$ cat config.mk
export PLATFORM = sky130hd
export DESIGN_NAME = cgp_stream_thr_neuron
export DESIGN_NICKNAME = d
export VERILOG_FILES = /design/src/rtl/cgp_tnn_pkg.sv /design/src/rtl/cgp_sat_acc.sv /design/src/rtl/cgp_stream_thr_neuron.sv
export SDC_FILE = /design/constraint.sdc
export NUM_CORES = 1
export LEC_CHECK = 0
export ABC_AREA = 1
export BUFFER_PORTS_ARGS = -buffer_cell sky130_fd_sc_hd__buf_2
export CORE_MARGIN = 2
export CORE_UTILIZATION = 55
export CTS_CLUSTER_SIZE = 30
export DETAILED_ROUTE_END_ITERATION = 6
export PLACE_DENSITY_LB_ADDON = 0.25
export SYNTH_ARGS = -nofsm -noshare
export SYNTH_HDL_FRONTEND = slang
export SYNTH_SLANG_ARGS = --single-unit
$ cat constraint.sdc
create_clock -name clk -period 3.4 [get_ports clk]
set_input_delay 0.17 -clock clk [delete_from_list [all_inputs] [get_ports clk]]
set_output_delay 0.17 -clock clk [all_outputs]
set_load 0.01 [all_outputs]
$ cat src/rtl/cgp_tnn_pkg.sv
// Shared types and arithmetic helpers for the streaming threshold neuron.
package cgp_tnn_pkg;

    // Widest accumulator the helpers handle; callers zero-extend into this width.
    localparam int unsigned CALC_W = 32;

    typedef enum logic [1:0] {
        IDLE,
        ACC,
        OUT
    } state_t;

    // Returns {sat, sum}: sum clamps to 2^acc_w-1 and sat flags the clamp.
    function automatic logic [CALC_W:0] sat_add(
        input logic [CALC_W-1:0] acc,
        input logic [CALC_W-1:0] op,
        input int unsigned       acc_w
    );
        logic [CALC_W:0] sum;
        logic [CALC_W:0] lim;
        sum = {1'b0, acc} + {1'b0, op};
        lim = ({{CALC_W{1'b0}}, 1'b1} << acc_w) - {{CALC_W{1'b0}}, 1'b1};
        if (sum > lim) begin
            return {1'b1, lim[CALC_W-1:0]};
        end
        return {1'b0, sum[CALC_W-1:0]};
    endfunction

    // Clears the low trunc_lsb bits of an operand (approximate mode).
    function automatic logic [CALC_W-1:0] trunc_op(
        input logic [CALC_W-1:0] data,
        input int unsigned       trunc_lsb
    );
        logic [CALC_W-1:0] mask;
        mask = '1;
        mask = mask << trunc_lsb;
        return data & mask;
    endfunction

    // Elaboration-time legality of a parameter set.
    function automatic bit params_ok(
        input int in_w,
        input int acc_w,
        input int trunc_lsb,
        input int max_beats
    );
        return (acc_w >= in_w) && (acc_w <= int'(CALC_W)) && (trunc_lsb >= 0) &&
               (trunc_lsb < in_w) && (max_beats >= 1);
    endfunction

endpackage

$ cat src/rtl/cgp_sat_acc.sv
// Registered saturating accumulator with clear/load/add and a sticky sat flag.
module cgp_sat_acc
    import cgp_tnn_pkg::*;
#(
    parameter int ACC_W = 6
) (
    input  logic             clk,
    input  logic             rst,
    input  logic             clr,
    input  logic             load,
    input  logic             add,
    input  logic [ACC_W-1:0] op,
    output logic [ACC_W-1:0] acc,
    output logic             sat,
    output logic [ACC_W-1:0] acc_nxt,
    output logic             sat_nxt
);

    logic [ACC_W-1:0] acc_d, acc_q;
    logic             sat_d, sat_q;
    logic [ACC_W-1:0] add_sum;
    logic             add_sat;

    assign add_sum = ACC_W'(sat_add(CALC_W'(acc_q), CALC_W'(op), ACC_W));
    assign add_sat = 1'(sat_add(CALC_W'(acc_q), CALC_W'(op), ACC_W) >> CALC_W);

    // Next accumulator value: clear beats load beats add.
    always_comb begin
        acc_d = acc_q;
        sat_d = sat_q;
        if (clr) begin
            acc_d = '0;
            sat_d = 1'b0;
        end else if (load) begin
            acc_d = op;
            sat_d = 1'b0;
        end else if (add) begin
            acc_d = add_sum;
            sat_d = sat_q | add_sat;
        end
    end

    // Accumulator and sticky saturation registers.
    always_ff @(posedge clk or posedge rst) begin
        if (rst) begin
            acc_q <= '0;
            sat_q <= 1'b0;
        end else begin
            acc_q <= acc_d;
            sat_q <= sat_d;
        end
    end

    assign acc     = acc_q;
    assign sat     = sat_q;
    assign acc_nxt = acc_d;
    assign sat_nxt = sat_d;

endmodule

$ cat src/rtl/cgp_stream_thr_neuron.sv
// Streaming threshold neuron: accumulate operand beats, compare against a
// per-decision threshold, emit a registered decision with saturated sum.
module cgp_stream_thr_neuron
    import cgp_tnn_pkg::*;
#(
    parameter int IN_W      = 3,
    parameter int MAX_BEATS = 8,
    parameter int ACC_W     = 6,
    parameter int TRUNC_LSB = 0,
    parameter int CMP_GE    = 1
) (
    input  logic             clk,
    input  logic             rst,
    input  logic             in_valid,
    output logic             in_ready,
    input  logic [IN_W-1:0]  in_data,
    input  logic [IN_W-1:0]  in_thr,
    input  logic             in_last,
    output logic             out_valid,
    input  logic             out_ready,
    output logic             out_bit,
    output logic [ACC_W-1:0] out_sum,
    output logic             out_ovf
);

    localparam int CNT_W = $clog2(MAX_BEATS + 1);

    if (!params_ok(IN_W, ACC_W, TRUNC_LSB, MAX_BEATS)) begin : g_param_check
        $error("cgp_stream_thr_neuron: illegal parameter combination");
    end

    state_t           state_d, state_q;
    logic             in_ready_d, in_ready_q;
    logic             out_valid_d, out_valid_q;
    logic             out_bit_d, out_bit_q;
    logic             out_ovf_d, out_ovf_q;
    logic [CNT_W-1:0] cnt_d, cnt_q;
    logic [IN_W-1:0]  thr_d, thr_q;

    logic             beat;
    logic             term;
    logic             acc_clr, acc_load, acc_add;
    logic [ACC_W-1:0] op_ext;
    logic [ACC_W-1:0] acc_cur, acc_nxt;
    logic             sat_cur, sat_nxt;
    logic [ACC_W-1:0] thr_ext;
    logic             decide;

    assign beat   = in_valid & in_ready_q;
    assign op_ext = ACC_W'(trunc_op(CALC_W'(in_data), TRUNC_LSB));

    cgp_sat_acc #(
        .ACC_W(ACC_W)
    ) u_acc (
        .clk    (clk),
        .rst    (rst),
        .clr    (acc_clr),
        .load   (acc_load),
        .add    (acc_add),
        .op     (op_ext),
        .acc    (acc_cur),
        .sat    (sat_cur),
        .acc_nxt(acc_nxt),
        .sat_nxt(sat_nxt)
    );

    // The decision is registered alongside out_valid, so it is taken from the
    // value the accumulator is about to hold; on a single-beat decision the
    // threshold register is not loaded yet, hence the bypass from in_thr.
    assign thr_ext = ACC_W'((state_q == IDLE) ? in_thr : thr_q);
    assign decide  = (CMP_GE != 0) ? (acc_nxt >= thr_ext) : (acc_nxt > thr_ext);

    // FSM next-state, accumulator control and next registered outputs.
    always_comb begin
        state_d   = state_q;
        cnt_d     = cnt_q;
        thr_d     = thr_q;
        out_bit_d = out_bit_q;
        out_ovf_d = out_ovf_q;
        term      = 1'b0;
        acc_clr   = 1'b0;
        acc_load  = 1'b0;
        acc_add   = 1'b0;
        case (state_q)
            IDLE: begin
                if (beat) begin
                    acc_load = 1'b1;
                    thr_d    = in_thr;
                    cnt_d    = CNT_W'(1);
                    if (in_last || (MAX_BEATS == 1)) begin
                        term = 1'b1;
                    end else begin
                        state_d = ACC;
                    end
                end
            end
            ACC: begin
                if (beat) begin
                    acc_add = 1'b1;
                    cnt_d   = cnt_q + CNT_W'(1);
                    if (in_last || (cnt_q + CNT_W'(1) == CNT_W'(MAX_BEATS))) begin
                        term = 1'b1;
                    end
                end
            end
            OUT: begin
                if (out_ready) begin
                    state_d   = IDLE;
                    acc_clr   = 1'b1;
                    cnt_d     = '0;
                    thr_d     = '0;
                    out_bit_d = 1'b0;
                    out_ovf_d = 1'b0;
                end
            end
            default: state_d = IDLE;
        endcase
        if (term) begin
            state_d   = OUT;
            out_bit_d = decide;
            out_ovf_d = sat_nxt | ((cnt_d == CNT_W'(MAX_BEATS)) & ~in_last);
        end
        in_ready_d  = (state_d != OUT);
        out_valid_d = (state_d == OUT);
    end

    // FSM state and registered handshake/decision outputs.
    always_ff @(posedge clk or posedge rst) begin
        if (rst) begin
            state_q     <= IDLE;
            in_ready_q  <= 1'b0;
            out_valid_q <= 1'b0;
            out_bit_q   <= 1'b0;
            out_ovf_q   <= 1'b0;
            cnt_q       <= '0;
            thr_q       <= '0;
        end else begin
            state_q     <= state_d;
            in_ready_q  <= in_ready_d;
            out_valid_q <= out_valid_d;
            out_bit_q   <= out_bit_d;
            out_ovf_q   <= out_ovf_d;
            cnt_q       <= cnt_d;
            thr_q       <= thr_d;
        end
    end

    assign in_ready  = in_ready_q;
    assign out_valid = out_valid_q;
    assign out_bit   = out_bit_q;
    assign out_ovf   = out_ovf_q;
    assign out_sum   = acc_cur;

    // Sticky sat is consumed through sat_nxt at termination only.
    logic unused_sat;
    assign unused_sat = sat_cur;

endmodule

# Yosys cells after proc, flatten, opt, wreduce, memory -nomap -nowiden
# Index checks and enable logic that the tools add are counted.
[totals]
ff_bits = 20
output_inout_bits = 10
wordCells = 69
[op_classes]
eq_ne = 8
n_addsub = 2
order_cmp = 2
n_mux = 36
bitwise = 5
reduce_logical = 7
[ops]
columns = ["operator", "n"]
rows = [
  ["33-bit two-way mux", 2],
  ["33-bit by 6-bit > comparator with 1-bit output, second input constant", 1],
  ["6-bit two-way mux", 3],
  ["1-bit two-way mux", 17],
  ["4-bit two-way mux", 3],
  ["4-bit case mux with 3 select lines", 1],
  ["3-bit two-way mux", 3],
  ["4-bit == test, second input constant", 2],
  ["2-bit two-way mux", 4],
  ["6-bit by 3-bit adder with 7-bit output", 1],
  ["6-bit by 3-bit greater-or-equal comparator with 1-bit output", 1],
  ["2-bit inequality test, second input constant", 3],
  ["2-bit case mux with 3 select lines", 1],
  ["3-bit case mux with 2 select lines", 1],
  ["2-bit nonzero test", 3],
  ["4-bit by 1-bit adder with 4-bit output, second input constant", 1],
  ["2-bit == test, second input constant", 2],
  ["3-bit AND reduction", 1],
  ["1-bit bitwise AND", 2],
  ["2-bit by 1-bit == test with 1-bit output, second input constant", 1],
  ["2-bit zero test", 1],
  ["1-bit bitwise OR", 2],
  ["1-bit case mux with 2 select lines", 1],
  ["2-bit AND reduction", 1],
  ["other kinds (2)", 2],
]

# Depth between registers and ports, before layout
[logic_depth]
ltp_word = 10
ltp_mapped = 19
ltp_nobuf = 19

# Modules after synthesis
# Synthesis repeated with hierarchy kept, for this count alone.
[unflattened]
hier_cells = 203
area_unflattened_um2 = 1450.1
[modules_own_cells]
columns = ["module", "instances", "cells_per_inst", "seq_area_each_um2", "area_each_um2"]
rows = [
  ["cgp_stream_thr_neuron", 1, 105, 325.3, 808.3],
  ["cgp_sat_acc", 1, 98, 175.2, 641.9],
]

# Least setup slack after synthesis
# OpenSTA, ideal clock, no wires.
[synth_timing]
path_kind = "register to register"
from = "register u_acc.acc_q[0] (netlist: u_acc.acc[0])"
to = "register out_bit_q (netlist: out_bit)"
path_stages_with_launch = 19
setup_time_ns = 0.116
setup_slack_ns = 0.828
required_time_ns = 3.284
arrival_time_ns = 2.455
n_path_buf = 0
path_cell_list = "dfrtp_1 > ha_1 > inv_1 > fa_1 > inv_1 > nand2_1 > nand2_1 > nand3_1 > nand2_1 > o21ai_0 > nor3_1 > inv_1 > ha_1 > o21ai_0 > nand2_1 > a21oi_1 > nand4_1 > nand2_1 > nand2_1"
[synth_via]
elab_chain_len = 9
[synth_lines]
columns = ["item", "line", "text"]
rows = [
  ["start, declared", "cgp_sat_acc.sv:19", "logic [ACC_W-1:0] acc_d, acc_q;"],
  ["start signal, assigned", "cgp_sat_acc.sv:46", "acc_q <= '0;"],
  ["start signal, assigned", "cgp_sat_acc.sv:49", "acc_q <= acc_d;"],
  ["6-bit by 3-bit adder with 7-bit output", "cgp_tnn_pkg.sv:21", "sum = {1'b0, acc} + {1'b0, op};"],
  ["33-bit by 6-bit > comparator with 1-bit output", "--", ""],
  ["1-bit two-way mux", "--", ""],
  ["33-bit two-way mux", "--", ""],
  ["6-bit two-way mux *", "cgp_sat_acc.sv:37", "end else if (add) begin"],
  ["6-bit two-way mux *", "cgp_sat_acc.sv:34", "end else if (load) begin"],
  ["6-bit two-way mux *", "cgp_sat_acc.sv:31", "if (clr) begin"],
  ["named net acc_nxt[0]", "cgp_stream_thr_neuron.sv:44", "logic [ACC_W-1:0] acc_cur, acc_nxt;"],
  ["6-bit by 3-bit greater-or-equal comparator with 1-bit output *", "cgp_stream_thr_neuron.sv:71", "assign decide = (CMP_GE != 0) ? (acc_nxt >= thr_ext) : (acc_nxt > thr_ext);"],
  ["1-bit two-way mux *", "cgp_stream_thr_neuron.sv:118", "if (term) begin"],
  ["end signal, assigned", "cgp_stream_thr_neuron.sv:141", "out_bit_q <= out_bit_d;"],
  ["end, declared", "cgp_stream_thr_neuron.sv:35", "logic out_bit_d, out_bit_q;"],
]
# Mark *: on every way through the listed nets, which the timed path passes. The rest lies on a longest branch.
# A chain may end at the register's enable or synchronous reset.

# Final worst setup path
# Ends and elaborated chain as after synthesis.

==> results.json <==
{
  "cts_made_buffers": 3,
  "syn_inst": 167,
  "crit_path_start_kind": "flip-flop",
  "grtUsageMet2_pct": 39.58,
  "rows": 17,
  "busiest_layer": "met2",
  "gr-usage-met1_pct": 29.23,
  "ioPinCount": 21,
  "crit_arrival_ns": 3.10,
  "min_period_over_period_pct": 85.31,
  "cts.reportedPaths.clkPinSlew_ns": 0.12,
  "syn-cell-area_mm2": 0.001297,
  "outcome": "finished, violations left",
  "tns_ns": 0,
  "cts_resized": 0,
  "gr-total-overflow": 0,
  "grt_setup_unrepaired": "no",
  "clock-root-buffer": "clkbuf_4",
  "grt_util_met3_pct": 3.429,
  "start_util_pct": 58.65,
  "fp.dieW_um": 52.57,
  "synth-main-ff-cell": "dfrtp_1",
  "reg2regPathDepth": 18,
  "firstDrtPassIters": 4,
  "final_max_slew_viol_count": 0,
  "grt_pass1_vias": 1130,
  "ant_nets": 0,
  "ff_latch_area_um2": 500.5,
  "place_congestion": 0.8298,
  "endpoint_kind": "flip-flop",
  "synth_nets": 187,
  "port_buffers": 20,
  "synth_top_area_share_pct": 38.57,
  "fillers": 200,
  "drt_wl_total_um": 2712,
  "cts_tree": "yes",
  "irDropWorstVdd_v": 0.0004510,
  "dr_total_vias": 1144,
  "holdBufCountCts": 0,
  "hold_violations": 20,
  "vias_per_cell": 5.248,
  "cellPowerDensity_mw_per_mm2": 722.9,
  "required_ns": 3.60,
  "violations": "negative hold slack",
  "grt_first_pass_wirelength_um": 4664,
  "tightest_slew_ns": 0.7771,
  "routedWlPerCell_um": 12.44,
  "synth.most_common_cell": "nand2_1",
  "post-route-drc-count": 0,
  "finalNetCount": 212,
  "maxCapViolations": 0,
  "area_delta_synth_final_pct": 12.15,
  "die_area_mm2": 0.002764,
  "slew_headroom_pct": 48.14,
  "p_leak_nw": 0.8240,
  "crit_type": "flip-flop to flip-flop",
  "synth_edf_count": 0,
  "multi_input_area_um2": 645.6,
  "clockBufferDepth": 2,
  "ys_warn_count": 0,
  "num_antenna_cells": 0,
  "cts.sinks": 20,
  "cts_setup_buffers": 0,
  "clk_latency_ns": 0.31,
  "dpl.hpwl_um": 2206,
  "yosysTopAreaCell": "dfrtp_1",
  "postSynthAreaPerCell_um2": 7.769,
  "synth_cell_types": 24,
  "drive_gt1_share_pct": 22.11,
  "period_needed_ns": 2.900,
  "die_h_um": 52.57,
  "fmax_mhz": 344.8,
  "setup_violations": 0,
  "grt_start_max_net_pins": 21,
  "htreeDepth": 1,
  "synth_seq_area_share_pct": 38.57,
  "timing.hold.ws_ns": -0.01806,
  "synth_common_cells": "36 x nand2_1, 35 x inv_1, 20 x dfrtp_1, 20 x nand3_1, 12 x o21ai_0",
  "synthArstFlopShare_pct": 100.0,
  "crit_path_max_fanout": 5,
  "grt_use_total_pct": 22.85,
  "hp-class": "input port to asynchronous set/reset pin",
  "dr.first_iter.drc_count": 29,
  "synth-seq-cells": 20,
  "finClkSkew_ns": 0.008870,
  "antenna_found_initial": 0,
  "yosys-top-cells-area": "dfrtp_1 39%, nand2_1 10%, inv_1 10%",
  "core_area_mm2": 0.002212
}
cell usage in the layout (no fill, tap or decap):
master	count
xor2_1	1
nand2_1	36
xnor2_1	1
clkbuf_4	3
o211ai_1	1
nand3_1	20
fa_1	1
nand2_2	3
nor2_1	2
inv_2	3
nand4_1	3
nor2_2	2
buf_2	20
o21ai_0	12
nor2_4	2
o21ai_2	2
a21oi_2	1
nor3_1	1
dfrtp_1	20
clkinv_4	1
nand2_4	4
ha_1	8
inv_1	35
nor3_2	1
a21oi_1	6
o221ai_1	1
flip-flops by register name, indices dropped and copies added, names as in the netlist:
name       count
thr_q          3
cnt_q          4
u_acc.sat      1
out_valid      1
in_ready       1
state_q        2
out_ovf        1
u_acc.acc      6
out_bit        1
area by class of cell:
type	count	share of cell area [%]
Sequential cell	20	34.39
Clock buffer	3	1.548
Timing Repair Buffer	20	6.879
Inverter	39	10.40
Tap cell	28	2.408
Multi-Input combinational cell	108	44.37
metal layers:
metal,part of all wire [%],vias to the layer above
met2,49,33
met4,1.0,0
met3,4.2,4
met5,0,-
li1,-,579
met1,46,528
path summary, 6_finish.rpt:
check | start | to | slack [ns]
max | u_acc.acc[0] | out_bit | 0.50
min | rst | state_q[0] | -0.02
max reg2reg | u_acc.acc[0] | out_bit | 0.50
min reg2reg | out_ovf | out_ovf | 0.53
max in group asynchronous | rst | cnt_q[1] | 2.93
min in group clk | in_thr[0] | thr_q[0] | 0.10
metrics by stage:
step	util, %	cell area (µm²)	cells	setup WS (ns)	power (W)
after floorplan	-	1297	167	0.8281	0.0007773
after global placement	64.76	1433	215	0.7701	0.0009082
after detailed placement	64.76	1433	215	0.5575	0.0009385
after CTS	65.78	1455	218	0.5174	0.001053
after global routing	65.78	1455	218	0.2624	0.001151
final	65.78	1455	218	0.4995	0.001052
worst max-delay path, stage by stage (launching register included):
cell	delay (ns)
dfrtp_1	0.38
ha_1	0.17
inv_1	0.05
fa_1	0.40
inv_1	0.09
nand2_1	0.05
nand2_1	0.09
nand3_1	0.17
nand2_1	0.09
o21ai_0	0.09
nor3_1	0.20
inv_1	0.08
ha_1	0.28
o21ai_0	0.18
nand2_1	0.07
a21oi_1	0.16
nand4_1	0.12
nand2_1	0.07
nand2_1	0.05
logic make-up (layout without fill, tap and decap cells):
group | after synthesis | in the layout | synth area share, %
xor+xnor | 2 | 2 | 1.350
simple gates | 74 | 74 | 28.93
flops | 20 | 20 | 38.57
buf+inv | 39 | 62 | 11.67
fa+ha+maj | 9 | 9 | 9.258
compound gates | 23 | 23 | 10.22
power by group:
part	switching, W	internal [W]	leakage (nW)
clock	0.0000736	0.0000414	0.0138
sequential	0.0000692	0.000321	0.252
combinational	0.000338	0.000209	0.558
(Power assumes the default switching activity.)
